### config.mk
export PLATFORM = sky130hd
export DESIGN_NAME = tpose_pingpong_ctrl
export DESIGN_NICKNAME = d
export VERILOG_FILES = /design/src/rtl/tpose_pingpong_ctrl.sv
export SDC_FILE = /design/constraint.sdc
export NUM_CORES = 1
export LEC_CHECK = 0
export ABC_AREA = 1
export CAP_MARGIN = 0
export CORE_MARGIN = 3
export CORE_UTILIZATION = 50
export DETAILED_ROUTE_END_ITERATION = 8
export PLACE_DENSITY = 0.95
export SLEW_MARGIN = 10
export SYNTH_ARGS = -nofsm -noshare
export SYNTH_HDL_FRONTEND = slang
export SYNTH_SLANG_ARGS = --single-unit
### constraint.sdc
create_clock -name clk -period 3.27 [get_ports clk]
set_input_delay 0.981 -clock clk [delete_from_list [all_inputs] [get_ports clk]]
set_output_delay 0.981 -clock clk [all_outputs]
set_load 0.02 [all_outputs]
### src/rtl/tpose_pingpong_ctrl.sv
// tpose_pingpong_ctrl: sequencing for two 8x8-byte transpose RAM banks.
// Rows fill the bank in write mode while the other bank drains as columns.
// Only control leaves this block; row and column data bypass it.
module tpose_pingpong_ctrl #(
    parameter int ADDR_W = 3
) (
    input  logic              clk,
    input  logic              rst_n,
    input  logic              in_valid,
    output logic              in_ready,
    output logic              out_valid,
    input  logic              out_ready,
    output logic              out_last,
    output logic              out_sel,
    output logic              ram0_rnw,
    output logic              ram1_rnw,
    output logic              ram0_din_valid,
    output logic              ram1_din_valid,
    output logic [ADDR_W-1:0] wa,
    output logic [ADDR_W-1:0] ra,
    output logic [7:0]        be,
    output logic [1:0]        full_cnt
);

    typedef enum logic [1:0] {
        BANK_EMPTY = 2'd0,
        BANK_FILL  = 2'd1,
        BANK_FULL  = 2'd2,
        BANK_DRAIN = 2'd3
    } bank_state_t;

    localparam logic [ADDR_W-1:0] LAST_IDX = {ADDR_W{1'b1}};
    localparam logic [ADDR_W-1:0] IDX_ONE  = ADDR_W'(1);

    bank_state_t       state0_r, state1_r;
    bank_state_t       state0_nxt_s, state1_nxt_s;
    bank_state_t       wstate_s, rstate_s;
    logic              wb_r, rb_r;
    logic [ADDR_W-1:0] wcnt_r, rcnt_r, ra_r;
    logic              out_valid_r, out_sel_r, out_last_r;
    logic              in_ready_s, wr_s, issue_s, wr_last_s, rd_last_s;

    // Per-bank transition: a bank only moves on its own write or column issue.
    function automatic bank_state_t bank_next(input bank_state_t cur,
                                              input logic wr_here,
                                              input logic wr_last,
                                              input logic rd_here,
                                              input logic rd_last);
        bank_state_t nxt;
        nxt = cur;
        case (cur)
            BANK_EMPTY: if (wr_here)            nxt = BANK_FILL;  else nxt = BANK_EMPTY;
            BANK_FILL:  if (wr_here && wr_last) nxt = BANK_FULL;  else nxt = BANK_FILL;
            BANK_FULL:  if (rd_here)            nxt = BANK_DRAIN; else nxt = BANK_FULL;
            BANK_DRAIN: if (rd_here && rd_last) nxt = BANK_EMPTY; else nxt = BANK_DRAIN;
            default:                            nxt = BANK_EMPTY;
        endcase
        return nxt;
    endfunction

    // Handshake and issue decode from the pointed-to bank states.
    always_comb begin
        wstate_s   = wb_r ? state1_r : state0_r;
        rstate_s   = rb_r ? state1_r : state0_r;
        in_ready_s = (wstate_s == BANK_EMPTY) || (wstate_s == BANK_FILL);
        wr_s       = in_valid && in_ready_s;
        issue_s    = ((rstate_s == BANK_FULL) || (rstate_s == BANK_DRAIN)) &&
                     (!out_valid_r || out_ready);
        wr_last_s  = wr_s && (wcnt_r == LAST_IDX);
        rd_last_s  = issue_s && (rcnt_r == LAST_IDX);
    end

    // Next-state for both banks; write and read never hit the same bank.
    always_comb begin
        state0_nxt_s = state0_r;
        state1_nxt_s = state1_r;
        state0_nxt_s = bank_next(state0_r, wr_s && !wb_r, wr_last_s, issue_s && !rb_r, rd_last_s);
        state1_nxt_s = bank_next(state1_r, wr_s &&  wb_r, wr_last_s, issue_s &&  rb_r, rd_last_s);
    end

    // Bank state registers.
    always_ff @(posedge clk or negedge rst_n) begin
        if (!rst_n) begin
            state0_r <= BANK_EMPTY;
            state1_r <= BANK_EMPTY;
        end else begin
            state0_r <= state0_nxt_s;
            state1_r <= state1_nxt_s;
        end
    end

    // Bank pointers, row/column counters and the last issued column index.
    always_ff @(posedge clk or negedge rst_n) begin
        if (!rst_n) begin
            wb_r   <= 1'b0;
            rb_r   <= 1'b0;
            wcnt_r <= '0;
            rcnt_r <= '0;
            ra_r   <= '0;
        end else begin
            if (wr_s) begin
                wcnt_r <= wcnt_r + IDX_ONE;
                if (wr_last_s) begin
                    wb_r <= ~wb_r;
                end
            end
            if (issue_s) begin
                rcnt_r <= rcnt_r + IDX_ONE;
                ra_r   <= rcnt_r;
                if (rd_last_s) begin
                    rb_r <= ~rb_r;
                end
            end
        end
    end

    // Column output qualifiers follow the bank output register capture.
    always_ff @(posedge clk or negedge rst_n) begin
        if (!rst_n) begin
            out_valid_r <= 1'b0;
            out_sel_r   <= 1'b0;
            out_last_r  <= 1'b0;
        end else if (issue_s) begin
            out_valid_r <= 1'b1;
            out_sel_r   <= rb_r;
            out_last_r  <= (rcnt_r == LAST_IDX);
        end else if (out_valid_r && out_ready) begin
            out_valid_r <= 1'b0;
        end
    end

    // A stalled bank keeps reloading its output register, so ra must repeat
    // the last issued column until the next issue presents the new one.
    assign ra             = issue_s ? rcnt_r : ra_r;
    assign wa             = wcnt_r;
    assign in_ready       = in_ready_s;
    assign ram0_din_valid = wr_s && !wb_r;
    assign ram1_din_valid = wr_s &&  wb_r;
    assign ram0_rnw       = ~state0_r[1];
    assign ram1_rnw       = ~state1_r[1];
    assign full_cnt       = {1'b0, state0_r[1]} + {1'b0, state1_r[1]};
    assign be             = 8'h00;
    assign out_valid      = out_valid_r;
    assign out_sel        = out_sel_r;
    assign out_last       = out_last_r;

endmodule

==> impl_results.md <==
- Achievable Freq: 313 MHz
- Final period util: 97.7%
- Worst Reg2Reg Path Length in Cells: 8
- Initial core utilization: 55.3%
- Pins over their slew limit: 0
- Postcts setup bufs: 0
- Die area: 0.00257 mm²
- HPWL after detailed placement: 1.66 mm
- Vias per Instance: 4.94
- Share of layout cells above drive strength 1: 15.9%
- DR vias: 839
- Syn avg cell area: 8.52 µm²
- Final Hold Viols: 0
- CTS resizes: 6
- Crit path required time: 2.29 ns
- IO buf count: 19
- Yosys cell types: 20
- Number of nets in the layout: 156
- Clock Sinks: 18
- CTS tree: done
- HP Class: reg -> reg
- Post-Route WL: 2.08 mm
- Syn Inst Count: 117
- Synth Warn #: 0
- CTS root buf: clkbuf_4
- Worst Setup Start Kind: input pin
- First-pass GRT wire length: 3.51 mm
- Largest net degree at the start of global routing: 19
- Fillers: 135
- Worst EP arrival: 2.21 ns
- Antenna viol nets, final: 0
- Leak: 0.694 nW
- Die H: 50.7 µm
- Maximum vdd ir drop: 534 µV
- Wire per inst: 12.2 µm
- Worst Setup Path Type: in -> out
- Vias in the first global route: 834
- IO Pins: 28
- Power Dens Cells: 1040 mW/mm²
- Core Util, Final: 69.4%
- Max FO, Critical Path: 8
- Clk Latency, worst-skew pair: 0.29 ns
- Register clock-pin slew on the reported worst setup and hold paths: 0.09 ns
- Multi-input logic area: 460 µm²
- Synthesized flop and latch total: 18
- Skew final: 0.00535 ns
- Outcome: complete, no violations
- DRC Markers: 0
- Drt pass-1 iters: 4
- Most frequent cells in the layout: 42 x nand2_1, 18 x dfrtp_1, 14 x clkdlybuf4s50_1, 11 x inv_1, 8 x conb_1
- Slowest-stage cell, CP: clkdlybuf4s50_1
- CORE AREA: 0.00180 mm²
- Cts bufs inserted: 3
- Gpl congestion: 0.761
- Sequential Area: 450 µm²
- Crit path cell chain: clkdlybuf4s50_1 -> inv_1 -> nand2_2 -> o21ai_4 -> o21ai_1 -> clkdlybuf4s15_1
- GRT Overall Usage: 18.2%
- Sequential area share after synthesis: 45.2%
- Commonest non-fill, non-tap cell in the layout: nand2_1
- Layout Area Growth over Synthesis: 25.5%
- Final setup fails: 0
- Final Critical Period: 3.19 ns
- Design area: 0.00125 mm²
- Slew HR: 46.0%
- Critical Path Sink Type: output pin
- Synth Cell Area: 997 µm²
- Initial drt markers: 24
- Initial antenna violation count: 0
- Core Rows: 15
- Slowest stage delay, CP: 0.45 ns
- RSZ-0062 raised after global routing: false
- N_diodes: 0
- Die W: 50.7 µm
- Clock tree buffer depth: 2
- Least-Margin Pin Slew: 0.807 ns
- Max-Cap Viols: 0
- H-tree Lvls: 1
- Hold buffer count at cts: 0
- Hold path cells: 2
- DP Area: 0.00124 mm²
- Congestion Overflow GR: 0
[area by class of cell]
type / instances / area share, %
flip-flops and latches: 18 / 36.0
repair buffers: 26 / 18.7
well taps: 25 / 2.50
multi-input cells: 84 / 36.8
inverters: 14 / 4.20
clock buffers: 3 / 1.80
[stage by stage]
| stage | TNS [ns] | cells | hold slack [ns] | total power, W | setup WS [ns] |
|---|---|---|---|---|---|
| final | 0 | 170 | 0.494 | 0.00130 | 0.0763 |
| after global routing | 0 | 170 | 0.538 | 0.00140 | 0.0138 |
| after global placement | -0.612 | 167 | 0.461 | 0.00118 | -0.229 |
| after CTS | 0 | 170 | 0.502 | 0.00132 | 0.00870 |
| after detailed placement | -0.785 | 167 | 0.479 | 0.00122 | -0.281 |
| after floorplan | 0 | 124 | 0.475 | 0.000887 | 0.680 |
[worst max-delay path, delay by kind of cell]
kind | cells | cell delay (ns)
AO/OA/AOI/OAI | 2 | 0.29
buffers and inverters | 3 | 0.84
AND/OR/NAND/NOR | 1 | 0.09
[path summary, 6_finish.rpt]
| kind | from | endpoint | slack [ns] |
|---|---|---|---|
| setup / recovery | out_ready | ra[0] | 0.08 |
| hold / removal | out_last | out_last | 0.49 |
| setup reg to reg | state0_r[1] | rb_r | 1.95 |
| hold reg to reg | out_last | out_last | 0.49 |
| max in group asynchronous | rst_n | ra_r[0] | 1.62 |
| min in group asynchronous | rst_n | state1_r[1] | 1.15 |
[synthesized netlist by cell type (all sizes together)]
master / number / area [µm²]
nand3: 7 / 45.0
nor2: 7 / 57.6
xor2: 1 / 8.76
inv: 14 / 52.6
o21ai: 4 / 31.3
buf: 8 / 60.1
xnor2: 1 / 8.76
dfrtp: 18 / 450
ha: 5 / 62.6
nand2: 44 / 170
conb: 1 / 3.75
nand4: 5 / 31.3
o211ai: 1 / 7.51
o21a: 1 / 7.51
[sequential cells by signal (all words and copies together) (netlist names)]
name	flops
out_valid	1
out_last	1
wa	3
rb_r	1
state1_r	2
ra_r	3
rcnt_r	3
state0_r	2
wb_r	1
out_sel	1
[power breakdown]
part / internal (W) / total (W) / switching, W
Sequential: 0.000327 / 0.000412 / 0.0000858
Clock: 0.0000429 / 0.000108 / 0.0000649
Combinational: 0.000328 / 0.000781 / 0.000453
Total: 0.000698 / 0.00130 / 0.000603
[per-layer routing]
metal	part of all wire, %	GRT usage, %	vias up
met1	40	21.0	387
met4	3.0	10.8	0
met5	0	0	-
met2	51	31.5	33
li1	-	-	412
met3	6.0	2.97	7
[kinds of logic (layout without fill, tap and decap cells)]
logic type	after synthesis	count (layout)	synth area share (%)
AND/OR/NAND/NOR	63	63	30.5
buffers and inverters	22	43	11.3
flip-flops	18	18	45.2
AO/OA/AOI/OAI	6	6	4.64
adder cells (fa/ha/maj)	5	5	6.27
XOR/XNOR	2	2	1.76
other	1	8	0.376
Note: power is estimated with default switching activity, not from simulation.
==> RTL change, RTL diff (same flow settings) <==
Make the reset (`rst_n`) synchronous in 3 clocked blocks.
--- a/src/rtl/tpose_pingpong_ctrl.sv
+++ b/src/rtl/tpose_pingpong_ctrl.sv
@@ -81,3 +81,3 @@
     // Bank state registers.
-    always_ff @(posedge clk or negedge rst_n) begin
+    always_ff @(posedge clk) begin
         if (!rst_n) begin
@@ -92,3 +92,3 @@
     // Bank pointers, row/column counters and the last issued column index.
-    always_ff @(posedge clk or negedge rst_n) begin
+    always_ff @(posedge clk) begin
         if (!rst_n) begin
@@ -117,3 +117,3 @@
     // Column output qualifiers follow the bank output register capture.
-    always_ff @(posedge clk or negedge rst_n) begin
+    always_ff @(posedge clk) begin
         if (!rst_n) begin
Formal check against the unedited RTL: differs if rst_n is asserted again (counterexample within 4 cycles, from zero or initial values and one cycle with rst_n low); with rst_n held inactive, the same outputs for 10 cycles.
==> RTL change against the original RTL <==
- hold slack lost 0.013 ns
- final cell count grew 9.4%
- worst setup slack gained 0.0044 ns
- via count grew 11%
- clock skew shrank 0.0033 ns
- sequential cell count is the same
- global-route usage grew 2.6 points
- non-clock buffer count grew 3
- routed wire length grew 15%
- area after synthesis shrank 1.5%
- design area grew 1.1%
- critical path type unchanged
- highest routed layer unchanged
Power is left out: it rests on default switching activity, and per cell area and clock period it moved more than threefold.
==> RTL change: results (changes against the original RTL) <==
[drt]
drtIter0Drc=21  ; -13%
vias=931  ; +11%
wl_per_cell_um=12.9  ; +5.3%
dr.pass1.iters=4  ; unchanged

[logic_synthesis]
synth_top_area_cell=dfxtp_1
synthDistinctLibCells=24  ; +20%
synth_compound_area_share_pct=12.4  ; +7.7 points
synthAdderAreaFrac_pct=6.37  ; +0.096 points
synthTopCellsByArea=dfxtp_1 (37%), nand2_1 (11%), ha_1 (6.4%)
synth_seq_area_share_pct=36.7  ; -8.5 points
synth_xor_area_share_pct=0  ; -1.8 points
synthArstFlopShare_pct=0  ; -100 points
ys_top_cells_by_count=nand2_1 (28), dfxtp_1 (18), inv_1 (15), a21oi_1 (12), buf_4 (8)
ys_warn_count=0  ; unchanged
avgSynthCellArea_um2=7.56  ; -11%

[worst_hold_path]
hold_class=flop to flop

[setup_path]
critPathArrivalTime_ns=2.21  ; about the same
r2r-end=state1_r[0]$_SDFF_PN0_
cp-endpoint=ra[2]
crit_fanout=5  ; -3
r2r-start=rb_r$_SDFFE_PN0P_
reg2reg_depth=8  ; unchanged
reg2reg_slack_ns=1.88  ; -0.07 ns

[cells_and_area]
nFillCells=138  ; +2.2%
drive_gt1_share_pct=22.4  ; +6.5 points
nets=171  ; +9.6%

[place]
post-place-ws_ns=-0.308  ; -0.0274 ns
hpwl_um=1810  ; +8.8%
gp_congestion=0.830  ; +9.0%

[global_route]
grt_usage_pct=20.9  ; +2.6 points
grt_max_degree=15  ; -4
grt_first_pass_wirelength_um=4060  ; +16%
grt_pass1_vias=911  ; +9.2%

[outcome]
outcome=finished, final reports clean

[timing]
worst_pin_slew_ns=0.511  ; -0.297 ns
period_needed_ns=3.19  ; -0.00436 ns
final.setup_skew_ns=0.00203  ; -0.00333 ns

[cts]
ctsResizeCount=11  ; +5
cts.clk_slew.worst_paths_ns=0.11  ; +0.02 ns

==> RTL change: worst max-delay path, cell delays in order <==
cell and delay [ns]:
clkdlybuf4s50_1 0.40, inv_1 0.09, nand2_4 0.08, nand2_2 0.11
nand2_4 0.07, or2_1 0.22, o21ai_2 0.06, inv_1 0.05
buf_2 0.15
==> RTL change: worst min-delay path by stage <==
stage | startpoint | to | cells after the start
6_report | out_last$_SDFFE_PN0P_ | out_last$_SDFFE_PN0P_ | 2
5_1_grt | out_last$_SDFFE_PN0P_ | out_last$_SDFFE_PN0P_ | 2
4_1_cts | out_last$_SDFFE_PN0P_ | out_last$_SDFFE_PN0P_ | 2
3_5_place_dp | out_last$_SDFFE_PN0P_ | out_last$_SDFFE_PN0P_ | 2
3_3_place_gp | out_last$_SDFFE_PN0P_ | out_last$_SDFFE_PN0P_ | 2
2_1_floorplan | ra_r[0]$_SDFF_PN0_ | ra_r[0]$_SDFF_PN0_ | 2
==> RTL change: metrics by stage <==
step | instances | utilization (%) | hold slack (ns) | area (µm²)
floorplan | 137 | - | 0.453 | 1010
global placement | 182 | 69.6 | 0.455 | 1240
detailed placement | 182 | 69.6 | 0.466 | 1240
CTS | 186 | 70.9 | 0.480 | 1260
global route | 186 | 70.9 | 0.498 | 1260
finish | 186 | 70.9 | 0.481 | 1260
==> RTL change: final cells by class <==
class,instances,area (µm²),area share (%)
Tap cell,25,31.3,2.47
Timing Repair Buffer,29,253,20.0
Clock buffer,4,36.3,2.87
Sequential cell,18,360,28.5
Inverter,18,67.6,5.34
Multi-Input combinational cell,92,517,40.9
==> RTL change: per-layer routing <==
layer	GRT usage, %	share of wire, %	routed length (µm)
met1	24.3	40	965
met2	35.7	51	1230
met3	1.48	4.6	109
met4	15.2	3.7	89
met5	0	0	0
==> RTL change: cells by family (layout without fill, tap and decap cells) <==
logic type      count (synthesis)  count (layout)
compound gates                 20              20
fa+ha+maj                       5               5
buf+inv                        27              51
flops                          18              18
other cells                     1               8
simple gates                   59              59
